--- config.mk ---
export PLATFORM = sky130hd
export DESIGN_NAME = instruction_cache_controller
export DESIGN_NICKNAME = d
export VERILOG_FILES = /design/src/rtl/instruction_cache_controller.sv
export SDC_FILE = /design/constraint.sdc
export NUM_CORES = 2
export LEC_CHECK = 0
export ABC_AREA = 1
export CORE_UTILIZATION = 45
export DETAILED_ROUTE_END_ITERATION = 10
export MAX_ROUTING_LAYER = met4
export SLEW_MARGIN = 0
export SYNTH_ARGS = -nofsm -noshare
export SYNTH_HDL_FRONTEND = slang
export SYNTH_SLANG_ARGS = --single-unit
--- constraint.sdc ---
create_clock -name clk_i -period 13.37 [get_ports clk_i]
set_clock_uncertainty 0.05 [all_clocks]
set_input_delay 2.674 -clock clk_i [delete_from_list [all_inputs] [get_ports clk_i]]
set_output_delay 2.674 -clock clk_i [all_outputs]
set_load 0.05 [all_outputs]
--- src/rtl/instruction_cache_controller.sv ---
// Direct-mapped instruction cache between the fetch stage and main memory.
// Hits answer in the cycle after acceptance. Misses fetch one 128-bit block
// and refill the line. A flush clears every valid bit and cancels any
// response that is still pending.
module instruction_cache_controller #(
  parameter int SATIR_SAYISI = 16,
  parameter int ADRES_BIT    = 32,
  parameter int BLOK_BIT     = 128
) (
  input  logic                 clk_i,
  input  logic                 rst_i,
  input  logic [ADRES_BIT-1:0] getir_istek_adres_i,
  input  logic                 getir_istek_gecerli_i,
  output logic                 getir_istek_hazir_o,
  output logic [31:0]          getir_buyruk_o,
  output logic                 getir_buyruk_gecerli_o,
  input  logic                 getir_temizle_i,
  output logic [ADRES_BIT-1:0] denetleyici_okuma_istek_adres_o,
  output logic                 denetleyici_okuma_istek_gecerli_o,
  input  logic [BLOK_BIT-1:0]  denetleyici_okuma_veri_blok_i,
  input  logic                 denetleyici_okuma_istek_hazir_i
);

  localparam int IDX   = $clog2(SATIR_SAYISI);
  localparam int TAG_W = ADRES_BIT - IDX - 4;

  typedef enum logic [2:0] {
    BOSTA,
    SORGU,
    BELLEK_ISTE,
    BELLEK_BEKLE,
    YANIT
  } durum_t;

  // Control state
  durum_t                state_q, state_d;
  logic [ADRES_BIT-1:2]  adres_q, adres_d;
  logic [31:0]           buyruk_q, buyruk_d;
  logic                  abort_q, abort_d;
  logic                  mem_req_q, mem_req_d;
  logic [SATIR_SAYISI-1:0] valid_q, valid_d;

  // Line storage
  logic [TAG_W-1:0]    line_tag_q  [SATIR_SAYISI];
  logic [BLOK_BIT-1:0] line_data_q [SATIR_SAYISI];

  // Fetch bits [1:0] only select bytes within a word and are not needed.
  logic unused_byte_bits;
  assign unused_byte_bits = ^getir_istek_adres_i[1:0];

  // Field split of the registered request address
  logic [IDX-1:0]   idx;
  logic [TAG_W-1:0] tag;
  logic [1:0]       off;
  assign idx = adres_q[IDX+3:4];
  assign tag = adres_q[ADRES_BIT-1:IDX+4];
  assign off = adres_q[3:2];

  logic        hit;
  logic [31:0] hit_word;
  logic [31:0] fill_word;
  assign hit       = valid_q[idx] && (line_tag_q[idx] == tag);
  assign hit_word  = line_data_q[idx][{off, 5'b0} +: 32];
  assign fill_word = denetleyici_okuma_veri_blok_i[{off, 5'b0} +: 32];

  logic        hazir;
  logic        accept;
  logic        resp_valid;
  logic [31:0] resp_word;
  logic        fill_we;

  // Ready is withheld during a flush and on a miss, so a flush always wins over a new request.
  assign hazir  = !getir_temizle_i &&
                  ((state_q == BOSTA) || ((state_q == SORGU) && hit));
  assign accept = getir_istek_gecerli_i && hazir;

  // Next-state, response and fill decisions
  always_comb begin
    // NOTE: every signal gets a default before the case so no path leaves it unassigned (no latches).
    state_d    = state_q;
    adres_d    = accept ? getir_istek_adres_i[ADRES_BIT-1:2] : adres_q;
    buyruk_d   = buyruk_q;
    abort_d    = abort_q;
    valid_d    = valid_q;
    fill_we    = 1'b0;
    resp_valid = 1'b0;
    resp_word  = buyruk_q;

    unique case (state_q)
      BOSTA: begin
        if (accept) state_d = SORGU;
      end
      SORGU: begin
        if (getir_temizle_i) begin
          state_d = BOSTA;
        end else if (hit) begin
          resp_valid = 1'b1;
          resp_word  = hit_word;
          buyruk_d   = hit_word;
          state_d    = accept ? SORGU : BOSTA;
        end else begin
          state_d = BELLEK_ISTE;
        end
      end
      BELLEK_ISTE: begin
        // The request pulse goes out regardless; a flush only marks the fill as dead.
        if (getir_temizle_i) abort_d = 1'b1;
        state_d = BELLEK_BEKLE;
      end
      BELLEK_BEKLE: begin
        if (getir_temizle_i) abort_d = 1'b1;
        if (denetleyici_okuma_istek_hazir_i) begin
          if (abort_q || getir_temizle_i) begin
            abort_d = 1'b0;
            state_d = BOSTA;
          end else begin
            fill_we      = 1'b1;
            valid_d[idx] = 1'b1;
            buyruk_d     = fill_word;
            state_d      = YANIT;
          end
        end
      end
      YANIT: begin
        resp_valid = !getir_temizle_i;
        state_d    = BOSTA;
      end
      default: state_d = BOSTA;
    endcase

    if (getir_temizle_i) valid_d = '0;

    mem_req_d = (state_d == BELLEK_ISTE);
  end

  // Control registers with synchronous reset
  always_ff @(posedge clk_i) begin
    // NOTE: sequential state uses non-blocking assignments so every flop samples pre-edge values.
    if (rst_i) begin
      state_q   <= BOSTA;
      adres_q   <= '0;
      buyruk_q  <= '0;
      abort_q   <= 1'b0;
      mem_req_q <= 1'b0;
      valid_q   <= '0;
    end else begin
      state_q   <= state_d;
      adres_q   <= adres_d;
      buyruk_q  <= buyruk_d;
      abort_q   <= abort_d;
      mem_req_q <= mem_req_d;
      valid_q   <= valid_d;
    end
  end

  // Tag and data arrays, written on a committed fill
  always_ff @(posedge clk_i) begin
    // NOTE: tag/data arrays are not reset; the valid bits alone decide whether a line is usable.
    if (fill_we) begin
      line_tag_q[idx]  <= tag;
      line_data_q[idx] <= denetleyici_okuma_veri_blok_i;
    end
  end

  assign getir_istek_hazir_o               = hazir;
  assign getir_buyruk_o                    = resp_word;
  assign getir_buyruk_gecerli_o            = resp_valid;
  assign denetleyici_okuma_istek_gecerli_o = mem_req_q;
  assign denetleyici_okuma_istek_adres_o   = {adres_q[ADRES_BIT-1:4], 4'b0};

endmodule

==> flow_metrics.tcl <==
set metrics [dict create \
    clkLatencyLatePin_ns 0.95 \
    clock.fmax_mhz 100.2 \
    min_period_over_period 0.7468 \
    syn2layout_area_growth_pct 13.00 \
    gr-total-overflow 0 \
    die_area_sq_mm 0.2276 \
    postCtsSetupBuffers 0 \
    io_buffers 225 \
    seq_area_frac_synth 0.7362 \
    cts_tree "yes" \
    drv_slew 0 \
    hp-class "reg -> reg" \
    crit_chain "buf_4 -> buf_4 -> buf_4 -> o21ai_0 -> o22ai_1 -> nand2_1 -> nand3_1 -> nand3_1 -> nand3_1 -> nand2_1 -> o21ai_1 -> clkdlybuf4s50_1" \
    cts_root_buffer "clkbuf_16" \
    p_sw_mw 4.043 \
    clkPwrFrac 0.416 \
    start_util 0.4525 \
    drtPass1Iterations 6 \
    drt-vias-per-instance 5.893 \
    power.density_mw_per_mm2 150.8 \
    final_common_cell "edfxtp_1" \
    grt_max_degree 222 \
    grtUsageTotal 0.2734 \
    drc_errors 0 \
    final_cell_mix "edfxtp_1, nand2_1, nor2_1" \
    core_area_sq_mm 0.2245 \
    end_kind "output pin" \
    cts_sinks 2519 \
    globalplace.congestion 0.8234 \
    p_int_mw 13.26 \
    regArea_sq_mm 0.07479 \
    p_seq_frac 0.504 \
    tns_ns 0 \
    start_kind "flop" \
    synthArstFlopShare 0 \
    nets 8635 \
    hold_slack_ns 0.4201 \
    ir_worst_vdd_mv 0.1082 \
    multi_input_area_sq_mm 0.02347 \
    rsz0062_at_grt "false" \
    cts_max_level 5 \
    syn_inst 8445 \
    holdBufCountCts 0 \
    postRouteWirelength_microns 309600 \
    antenna_found_initial 52 \
    io-pin-count 232 \
    grt_pass1_vias 63810 \
    status "finished, final reports clean" \
    num_vias 68900 \
    place_ws_ns 4.373 \
    synthDistinctLibCells 34 \
    hold_viol_final 0 \
    synthFlopType "edfxtp_1" \
    synth_edf_count 2432 \
    fin_crit_ns 9.985 \
    grt_pass1_wl_microns 444800 \
    power_mw 17.30 \
    cts_max_path_buffers 4 \
    cap_violations 0 \
    syn_area_sq_mm 0.1016 \
    routedWlPerCell_microns 26.48 \
    die_w_microns 477.1 \
    cts_made_buffers 283 \
    path_class "reg -> out" \
    required_ns 10.65 \
    worst_pin_slew_ns 1.221 \
    syn_area_per_cell_sq_um 12.03 \
    setup_viol 0 \
    ant_nets 0 \
    switching_share 0.2337 \
    leakagePower_nw 38.77 \
    die_height_microns 477.1 \
    layout-drive-gt1-share 0.05964 \
    setup_slack_ns 3.385 \
    relSlewSlack 0.1773 \
    crit_fanout 68 \
    clk_pin_slew_ns 0.06 \
    worst_ep_arrival_time_ns 7.26 \
    rows 174 \
    slowest_delay_ns 0.98 \
    nFillCells 19060 \
    ctsResizeCount 0 \
    yosysWarnings 0 \
    pwr-share-comb 0.080 \
    hpwl_microns 157700 \
    drtIter0Drc 8242 \
    synth_seq_cells 2519 \
    crit_slowest_cell "clkdlybuf4s50_1" \
]
[worst max-delay path: cells and delay by family (launching register included)]
family	cells	cell delay, ns
AND/OR/NAND/NOR	5	0.70
flip-flops	1	0.91
AO/OA/AOI/OAI	3	1.32
buffers and inverters	4	3.21
[state kept, by name (all words and copies together), names as in the netlist, named ones only]
signal	count
adres_q	30
buyruk_q	32
valid_q	16
state_q	3
abort_q	1
denetleyici_okuma_istek_gecerli_o	1
line_data_q	2048
line_tag_q	384
[logic make-up after synthesis]
| logic type | synth area share |
|---|---|
| DFF | 0.7362 |
| buffers and inverters | 0.03410 |
| AOI/OAI and AO/OA | 0.1003 |
| and+or+nand+nor | 0.1292 |
| muxes | 0.0001109 |
| other | 0.00003692 |
[final cells by class]
class / count / share of cell area
clock inverters: 98 / 0.005865
flip-flops and latches: 2519 / 0.6517
diodes: 31 / 0.0006759
inverters: 195 / 0.006705
repair buffers: 357 / 0.03033
multi-input cells: 5114 / 0.2045
well taps: 2992 / 0.03262
clock buffers: 385 / 0.06760
[worst paths after layout]
check	startpoint	to	slack, ns	cells past startpoint
setup / recovery	flop	getir_buyruk_o[28]	3.39	12
hold reg to reg	valid_q[2]	valid_q[2]	0.42	2
hold / removal	valid_q[2]	valid_q[2]	0.42	2
setup reg to reg	flop	buyruk_q[13]	8.20	13
[power groups by stage]
stage               combinational (mW)  sequential, mW  clock (mW)
finish                            1.38            8.72        7.20
global route                      1.50            8.72        7.59
CTS                               1.37            8.72        7.29
detailed placement                1.37            8.88           0
global placement                  1.35            8.88           0
floorplan                        0.833            8.86           0
[per-layer routing]
| layer | vias up | wire (microns) | GRT usage |
|---|---|---|---|
| li1 | 30580 | - | - |
| met1 | 34460 | 127200 | 0.3703 |
| met2 | 3252 | 146300 | 0.4240 |
| met3 | 600 | 24880 | 0.03810 |
| met4 | 0 | 11310 | 0.09476 |
| met5 | - | 0 | - |
[Yosys cell counts (56+ instances only)]
| cell | number | area (sq um) |
|---|---|---|
| nand2_1 | 1291 | 4846 |
| nor2_1 | 1220 | 4579 |
| o21ai_0 | 1143 | 5720 |
| nand3_1 | 700 | 3503 |
| o21ai_1 | 56 | 280.3 |
| a21oi_1 | 101 | 505.5 |
| o22ai_1 | 533 | 3334 |
| buf_2 | 93 | 465.5 |
| edfxtp_1 | 2432 | 73030 |
| inv_1 | 189 | 709.4 |
| clkbuf_1 | 401 | 1505 |
| buf_4 | 64 | 480.5 |
| dfxtp_1 | 87 | 1742 |
[stage by stage]
| stage | utilization | instance area [sq um] | instances |
|---|---|---|---|
| 6_report | 0.5113 | 114800 | 11690 |
| 5_1_grt | 0.5112 | 114800 | 11690 |
| 4_1_cts | 0.5110 | 114700 | 11660 |
| 3_5_place_dp | 0.4734 | 106300 | 11180 |
| 3_3_place_gp | 0.4734 | 106300 | 11180 |
| 2_1_floorplan | - | 101600 | 8448 |
Power figures use the tool's default switching activity.
